===== src/rtl/omsp_clkgen_pkg.sv =====
// -----------------------------------------------------------------------------
// omsp_clkgen_pkg
//   Shared definitions for the multi-channel clock-enable generator.
//   Every CTL field position depends on the divider field width DIV_W, so the
//   layout is expressed as functions of DIV_W rather than as fixed constants:
//     [DIV_W-1:0] DIV  divide ratio 2^DIV
//     [DIV_W]     SEL  tick source (0 = mclk, 1 = synchronised LFXT edge)
//     [DIV_W+1]   OFF  channel off (counter frozen, no pulses)
//   The CTL register occupies the low byte of its peripheral word only.
// -----------------------------------------------------------------------------
package omsp_clkgen_pkg;

  localparam int CTL_BYTE_W = 8;

  // Width of the per-channel divide counter: enough bits to cover the largest
  // ratio 2^(2^DIV_W - 1).
  function automatic int cnt_width(input int div_w);
    return (1 << div_w) - 1;
  endfunction

  function automatic int sel_pos(input int div_w);
    return div_w;
  endfunction

  function automatic int off_pos(input int div_w);
    return div_w + 1;
  endfunction

  function automatic int ctl_width(input int div_w);
    return div_w + 2;
  endfunction

  // Writable bits of CTL. SEL is only writable when the LFXT path exists, so
  // it reads back 0 in builds without the synchroniser.
  function automatic logic [CTL_BYTE_W-1:0] ctl_mask(input int div_w, input bit lfxt_en);
    logic [CTL_BYTE_W-1:0] m;
    m = CTL_BYTE_W'((1 << div_w) - 1);
    if (lfxt_en) m[sel_pos(div_w)] = 1'b1;
    m[off_pos(div_w)] = 1'b1;
    return m;
  endfunction

endpackage


===== src/rtl/omsp_clkgen_ch.sv =====
// -----------------------------------------------------------------------------
// omsp_clkgen_ch
//   One clock-enable channel: its CTL register, the free-running divide
//   counter and the registered clk_en flop.
//
//   Ports
//     mclk       system clock
//     puc        synchronous active-high reset
//     ctl_wr     write strobe for this channel's CTL (already address-decoded)
//     ctl_wdata  write data (low CTL_W bits of the bus word)
//     lfxt_tick  single-cycle synchronised LFXT rising-edge tick
//     gate       hold-off: freezes the counter and blocks pulses
//     ctl        current CTL contents, for the read mux
//     clk_en     one-cycle enable pulse, one cycle after its qualifying tick
// -----------------------------------------------------------------------------
module omsp_clkgen_ch
  import omsp_clkgen_pkg::*;
#(
  parameter int DIV_W   = 3,
  parameter bit LFXT_EN = 1'b0
) (
  input  logic                      mclk,
  input  logic                      puc,
  input  logic                      ctl_wr,
  input  logic [ctl_width(DIV_W)-1:0] ctl_wdata,
  input  logic                      lfxt_tick,
  input  logic                      gate,
  output logic [ctl_width(DIV_W)-1:0] ctl,
  output logic                      clk_en
);

  localparam int CTL_W = ctl_width(DIV_W);
  localparam int CNT_W = cnt_width(DIV_W);
  localparam int SEL_P = sel_pos(DIV_W);
  localparam int OFF_P = off_pos(DIV_W);
  localparam logic [CTL_BYTE_W-1:0] CTL_MASK = ctl_mask(DIV_W, LFXT_EN);

  logic [CTL_W-1:0] ctl_q;
  logic [CNT_W-1:0] cnt_q;
  logic [DIV_W-1:0] div;
  logic             sel;
  logic             off;
  logic             tick_in;
  logic [CNT_W-1:0] div_mask;
  logic             phase_done;

  assign div = ctl_q[DIV_W-1:0];
  assign sel = ctl_q[SEL_P];
  assign off = ctl_q[OFF_P];

  assign tick_in = (sel ? lfxt_tick : 1'b1) & ~off & ~gate;

  // Low DIV bits of the counter all ones marks the last tick of a period.
  // With DIV = 0 the mask is empty, so every tick qualifies.
  assign div_mask   = (CNT_W'(1) << div) - CNT_W'(1);
  assign phase_done = (cnt_q & div_mask) == div_mask;

  // NOTE: state registers use non-blocking assignments so every flop samples
  // the pre-edge values; blocking here would make cnt_q/clk_en order-dependent.
  always_ff @(posedge mclk) begin
    if (puc) begin
      ctl_q  <= '0;
      cnt_q  <= '0;
      clk_en <= 1'b0;
    end else if (ctl_wr) begin
      // A write restarts the channel from phase zero and cancels any pulse
      // that would have been issued this cycle.
      ctl_q  <= ctl_wdata & CTL_MASK[CTL_W-1:0];
      cnt_q  <= '0;
      clk_en <= 1'b0;
    end else begin
      if (tick_in && (div != '0)) cnt_q <= cnt_q + CNT_W'(1);
      clk_en <= tick_in & phase_done;
    end
  end

  assign ctl = ctl_q;

endmodule


===== src/rtl/omsp_clkgen_multi.sv =====
// -----------------------------------------------------------------------------
// omsp_clkgen_multi
//   Parametrised multi-channel clock-enable generator. NUM_CH independent
//   channels each emit single-cycle clk_en pulses at mclk / 2^DIV or at
//   (LFXT edge rate) / 2^DIV. Each channel has one CTL register at word
//   address BASE_ADDR + i on the peripheral bus (low byte only).
//
//   Build option: define OMSP_CLKGEN_LFXT_EN to include the LFXT synchroniser,
//   edge detector and the SEL bit. Without it lfxt_clk/oscoff are ignored,
//   SEL reads 0 and every channel counts mclk cycles.
//
//   Ports
//     mclk      system clock (only clock)
//     puc       synchronous active-high reset
//     per_addr  peripheral word address
//     per_din   peripheral write data
//     per_en    peripheral access enable
//     per_wen   byte write enables ([0] low, [1] high); 0 = read
//     per_dout  read data, 0 when no CTL register is addressed
//     lfxt_clk  asynchronous low-frequency oscillator
//     oscoff    suppresses all LFXT ticks while high
//     ch_gate   per-channel hold-off, high freezes the channel
//     clk_en    registered per-channel enable pulses
// -----------------------------------------------------------------------------
module omsp_clkgen_multi
  import omsp_clkgen_pkg::*;
#(
  parameter int         NUM_CH    = 3,
  parameter logic [7:0] BASE_ADDR = 8'h30,
  parameter int         DIV_W     = 3
) (
  input  logic              mclk,
  input  logic              puc,
  input  logic [7:0]        per_addr,
  input  logic [15:0]       per_din,
  input  logic              per_en,
  input  logic [1:0]        per_wen,
  output logic [15:0]       per_dout,
  input  logic              lfxt_clk,
  input  logic              oscoff,
  input  logic [NUM_CH-1:0] ch_gate,
  output logic [NUM_CH-1:0] clk_en
);

  localparam int CTL_W = ctl_width(DIV_W);

  logic lfxt_tick;

`ifdef OMSP_CLKGEN_LFXT_EN
  localparam bit LFXT_EN = 1'b1;

  // Two flops resolve metastability, the third holds the previous sample
  // for rising-edge detection.
  logic [2:0] lfxt_sync;

  always_ff @(posedge mclk) begin
    if (puc) lfxt_sync <= '0;
    else     lfxt_sync <= {lfxt_sync[1:0], lfxt_clk};
  end

  assign lfxt_tick = lfxt_sync[1] & ~lfxt_sync[2] & ~oscoff;
`else
  localparam bit LFXT_EN = 1'b0;

  logic unused_lfxt;
  assign unused_lfxt = lfxt_clk ^ oscoff;
  assign lfxt_tick   = 1'b0;
`endif

  // CTL lives in the low byte; the upper data bits are never stored.
  logic unused_din;
  assign unused_din = ^per_din[15:CTL_W];

  logic              wr_en;
  logic              rd_en;
  logic [NUM_CH-1:0] ch_hit;
  logic [CTL_W-1:0]  ctl_rd [NUM_CH];

  assign wr_en = per_en & per_wen[0];
  assign rd_en = per_en & (per_wen == 2'b00);

  for (genvar i = 0; i < NUM_CH; i++) begin : g_ch
    assign ch_hit[i] = (per_addr == 8'(BASE_ADDR + i));

    omsp_clkgen_ch #(
      .DIV_W   (DIV_W),
      .LFXT_EN (LFXT_EN)
    ) u_ch (
      .mclk      (mclk),
      .puc       (puc),
      .ctl_wr    (wr_en & ch_hit[i]),
      .ctl_wdata (per_din[CTL_W-1:0]),
      .lfxt_tick (lfxt_tick),
      .gate      (ch_gate[i]),
      .ctl       (ctl_rd[i]),
      .clk_en    (clk_en[i])
    );
  end

  // NOTE: per_dout gets a default before the loop so every path assigns it;
  // otherwise an unaddressed read would hold its old value and infer a latch.
  always_comb begin
    per_dout = '0;
    for (int i = 0; i < NUM_CH; i++) begin
      if (rd_en && ch_hit[i]) per_dout = per_dout | 16'(ctl_rd[i]);
    end
  end

endmodule

===== config.mk =====
export PLATFORM = sky130hd
export DESIGN_NAME = omsp_clkgen_multi
export DESIGN_NICKNAME = d
export VERILOG_FILES = /design/src/rtl/omsp_clkgen_pkg.sv /design/src/rtl/omsp_clkgen_ch.sv /design/src/rtl/omsp_clkgen_multi.sv
export SDC_FILE = /design/constraint.sdc
export NUM_CORES = 1
export LEC_CHECK = 0
export ABC_AREA = 1
export BUFFER_PORTS_ARGS = -buffer_cell sky130_fd_sc_hd__buf_2
export CAP_MARGIN = 10
export CORE_UTILIZATION = 43
export CTS_BUF_LIST = sky130_fd_sc_hd__clkbuf_4 sky130_fd_sc_hd__clkbuf_8
export CTS_CLUSTER_DIAMETER = 80
export DETAILED_ROUTE_END_ITERATION = 10
export PLACE_DENSITY_LB_ADDON = 0.2
export SLEW_MARGIN = 40
export SYNTH_ARGS = -nofsm -noshare
export SYNTH_HDL_FRONTEND = slang
export SYNTH_SLANG_ARGS = --single-unit

===== constraint.sdc =====
create_clock -name mclk -period 2.4 [get_ports mclk]
set_input_delay 0.48 -clock mclk [delete_from_list [all_inputs] [get_ports mclk]]
set_output_delay 0.48 -clock mclk [all_outputs]
set_load 0.005 [all_outputs]

== Word-level counts from Yosys, hierarchy flattened ==
Cells that the tools add are included.

* Add/subtract/negate cells: 6
* Eq/ne operators: 6
* Shifts and indexed selects: 3
* Multiplexer cells: 3
* Bitwise gates (word level): 22
* Reduce and logical (&&, ||, !) cells: 13

{| class="wikitable"
|+ Operator list
! operator !! count
|-
| == test 8 x 6 -> 1 bit, second input constant || 3
|-
| adder 7 x 1 -> 7 bit, second input constant || 3
|-
| bitwise AND 7 bit || 3
|-
| == test 7 bit || 3
|-
| left shift 1 x 3 -> 7 bit, first input constant || 3
|-
| subtractor 7 x 2 -> 7 bit, second input constant || 3
|-
| two-way mux 16 bit || 1
|-
| bitwise OR 16 x 5 -> 16 bit || 1
|-
| bitwise AND 1 bit || 11
|-
| two-way mux 5 bit || 2
|-
| nonzero test 3 bit || 3
|-
| logical AND 1 bit || 6
|-
| inverter 1 bit || 6
|-
| OR reduction 2 bit || 3
|-
| bitwise OR 5 bit || 1
|-
| logical NOT 2 bit || 1
|}

* Register bits after elaboration: 36
* Output and inout bits: 19

== Depth between registers and ports, before layout ==
* Word-level depth: 8
* Mapped depth: 10
* Mapped depth without buffers: 10

== By module ==
From an unflattened synthesis, not the netlist that was laid out.

* Cells, all modules: 361
* Area total of the unflattened synthesis: 2421.1 µm²

{| class="wikitable"
|+ Modules (own cells, without submodules)
! module !! instances !! cells each !! area an instance (µm²) !! seq. area each (µm²)
|-
| omsp_clkgen_ch || 3 || 103 || 708.2 || 240.2
|-
| omsp_clkgen_multi || 1 || 52 || 296.5 || 0.0
|}

== Worst setup path after synthesis ==
No wires, ideal clock.

* Path kind: input to output
* Start: input port per_addr[6]
* End: output port per_dout[0]
* Arrival: 1131 ps
* Setup slack: 789 ps
* Stages on the path: 7
* Buffers on the path: 0
* Path through: inv_1 nand2_1 nor2_4 nand4_1 nor2_1 nand2_1 nand3_1

* Longest elaborated chain between the ends: 7
* Elaborated cells between the ends (all ways): 11
* Classes of those cells: 3 x eq/ne; 3 x mux; 2 x bitwise; 3 x reduce/logical

{| class="wikitable"
|+ RTL lines
! what !! line !! source
|-
| from (decl) || omsp_clkgen_multi.sv:34 || <nowiki>input logic [7:0] per_addr,</nowiki>
|-
| == test 8 x 6 -> 1 bit || omsp_clkgen_multi.sv:83 || <nowiki>assign ch_hit[i] = (per_addr == 8'(BASE_ADDR + i));</nowiki>
|-
| logical AND 1 bit || omsp_clkgen_multi.sv:105 || <nowiki>if (rd_en && ch_hit[i]) per_dout = per_dout | 16'(ctl_rd[i]);</nowiki>
|-
| two-way mux 5 bit || omsp_clkgen_multi.sv:105 ||
|-
| bitwise OR 5 bit || omsp_clkgen_multi.sv:105 ||
|-
| two-way mux 5 bit || omsp_clkgen_multi.sv:105 ||
|-
| bitwise OR 16 x 5 -> 16 bit || omsp_clkgen_multi.sv:105 ||
|-
| two-way mux 16 bit * || omsp_clkgen_multi.sv:105 ||
|-
| to (decl) || omsp_clkgen_multi.sv:38 || <nowiki>output logic [15:0] per_dout,</nowiki>
|}

Every way passes the cells marked *; elsewhere a longest branch is shown, timed or not.

== Worst setup path in the final report ==
* Start: input port per_addr[1]
* End: output port per_dout[4]

Same word-level chain as after synthesis.

==> impl_metrics.ini <==
[worst_hold_path]
min_delay_worst_endpoint = g_ch[1].u_ch.ctl[4]
whs_path_depth = 2
hold_class = reg2reg
min_from = g_ch[1].u_ch.ctl[4]

[routing]
drtIter0Drc = 99
wl_um = 5135
ant_nets = 0
detail_route.wl_per_cell_um = 11.04
vias = 2272
drt-pass1-iter-count = 4
drc = 0
via_per_inst = 4.886

[sta]
setup_tns_ns = 0
fin_crit_ns = 1.995
finalSetupViolCount = 0
hold_viol_final = 0
fmax_mhz = 501.2
rsz0062_at_grt = no
finalMaxSlewViolations = 0
clock_skew_ns = 0.005048
period_share = 0.8314

[pwr]
p_seq_frac = 0.477
p_int_w = 0.0009928
power_density_mw_per_mm2 = 477.4
leakage_nw = 1.209
p_comb_frac = 0.056
swShare = 0.2123
p_clk_frac = 0.467
p_sw_w = 0.0002676
ir_worst_vdd_v = 0.0003583

[place]
dp.cells = 457
dp_hpwl_um = 3925
place_congestion = 0.8448
port_buffers = 26

[synth]
synth-edff-count = 0
synth_warnings = 0
ys_seq_area_frac = 0.3043
synthTopCellsByArea = dfxtp_1 30%, nand2_1 15%, inv_1 7.6%
synthFlopType = dfxtp_1
synth_commonest_cells = 93 x nand2_1, 48 x inv_1, 36 x dfxtp_1, 32 x nand3_1, 31 x a21oi_1
synth_area_leader_cell = dfxtp_1
yosysMostFrequentCell = nand2_1
syn_area_mm2 = 0.002369
yosysUniqueCellTypes = 29
syn_inst = 366
synth_top_area_frac = 0.3043
async_flop_share = 0
ys_ff_latch = 36
synth_area_per_cell_um2 = 6.471

[cts]
cts_tree = built
clk_pin_slew_ns = 0.08
clk_latency_ns = 0.28
cts_buffer_depth = 2
cts_setup_buffers = 0
ctsHtreeMaxLevel = 2
clock_sinks = 36
post_cts_resized = 0
cts_inserted_buffers = 5
hold_buffers = 0
clock-root-buffer = clkbuf_8

[critical_path]
cp.required_ns = 1.92
r2r-start = g_ch[1].u_ch.ctl[0]
crit_arrival_ns = 1.52
critPathLaunchType = input pin
critPathKind = in2out
cp_max_fo = 4
r2r_slack_ns = 0.87
critPathCaptureType = primary output
r2r_cells = 8
r2r-end = g_ch[1].u_ch.clk_en

[finish]
fin_cells = 465
syn_to_final_growth_pct = 11.46
num-fill-cells = 553
final_nets = 434
insertedDiodeCount = 0
layout-drive-gt1-share = 0.1494

[die]
dieArea_mm2 = 0.005809
initial_core_util = 0.4550
boundaryPins = 53
die_x_um = 76.22
coreArea_mm2 = 0.005205
rows = 26
die_h_um = 76.22

[global_routing]
grt_overflow = 0
antenna_found_initial = 0
gr-usage-all-layers = 0.1861
grt_pass1_vias = 2065
grt_pass1_wl_um = 8921
grt_max_degree = 13

[run]
cap_violations = 0

[status]
status = completed
worst max-delay path, stage by stage:
cell	delay [ns]
buf_2	0.10
inv_1	0.08
nand2_1	0.05
nor2_1	0.18
nand2_1	0.07
nor2_1	0.24
nand2_1	0.10
nand3_1	0.10
buf_2	0.12
layer usage:
metal	share of wire	vias up	track usage	routed length, µm
met2	0.45	58	0.3072	2329
met3	0.046	8	0.03713	235
met1	0.48	1005	0.2355	2472
li1	-	1201	-	-
met4	0.019	0	0.07692	97
met5	0	-	0	0
how the worst max path moves through the flow:
stage                   to  slack (ns)  depth (start not counted)        start
5_1_grt        per_dout[1]        0.24                          9  per_addr[6]
6_report       per_dout[4]        0.40                          9  per_addr[1]
3_3_place_gp   per_dout[1]        0.42                          9  per_addr[6]
3_5_place_dp   per_dout[1]        0.40                          9  per_addr[6]
2_1_floorplan  per_dout[0]        0.79                          7  per_addr[6]
4_1_cts        per_dout[1]        0.39                          9  per_addr[6]
registers in the layout (all words and copies together) (netlist names):
name	count
g_ch.u_ch.clk_en	3
g_ch.u_ch.ctl	12
g_ch.u_ch.cnt_q	21
power groups by stage:
stage	clock, W	combinational [W]	sequential (W)
2_1_floorplan	0	0.0000576	0.000615
3_3_place_gp	0	0.0000703	0.000615
3_5_place_dp	0	0.0000710	0.000615
4_1_cts	0.000611	0.0000714	0.000601
5_1_grt	0.000631	0.0000821	0.000602
6_report	0.000588	0.0000709	0.000601
metrics by stage:
| step | power [W] | setup slack (ns) | utilization | area (µm²) | hold slack [ns] |
|---|---|---|---|---|---|
| final | 0.001260 | 0.4046 | 0.5072 | 2640 | 0.4727 |
| after floorplan | 0.0006728 | 0.7894 | - | 2410 | 0.4374 |
| after CTS | 0.001284 | 0.3898 | 0.5072 | 2640 | 0.4686 |
| after detailed placement | 0.0006864 | 0.3954 | 0.4829 | 2514 | 0.4561 |
| after global routing | 0.001315 | 0.2365 | 0.5072 | 2640 | 0.5017 |
| after global placement | 0.0006856 | 0.4192 | 0.4829 | 2514 | 0.4484 |
placed cells by master (no fill, tap or decap), drive strengths merged:
cell / Yosys / routed
nand3: 34 / 34
o21ai: 21 / 21
o211ai: 2 / 2
a21oi: 31 / 31
nor2: 37 / 37
inv: 53 / 53
buf: 16 / 27
nand4: 8 / 8
xnor2: 3 / 3
or2: 5 / 5
nand2: 99 / 99
xor2: 3 / 3
ha: 6 / 6
nor3b: 3 / 3
conb: 1 / 12
dfxtp: 36 / 36
nor3: 6 / 6
clkinv: 1 / 1
bufinv: 0 / 1
clkbuf: 1 / 7
logic make-up (layout without fill, tap and decap cells):
family,after synthesis,in the layout,share of synthesized area
and+or+nand+nor,192,192,0.3872
xor gates and xnor gates,6,6,0.02219
adders and majority gates,6,6,0.03169
DFF,36,36,0.3043
buffers and inverters,71,89,0.1368
other,1,12,0.001583
AOI/OAI and AO/OA,54,54,0.1162
final cells by class:
cell class,instances,area [µm²],area share
multi-input combinational,270,1365,0.5171
sequential,36,720.7,0.2730
inverter,54,202.7,0.07678
timing repair buffer,27,137.6,0.05213
clock buffer,7,96.34,0.03649
tap,70,87.58,0.03318
clock inverter,1,30.03,0.01137
Power figures use the tool's default switching activity.
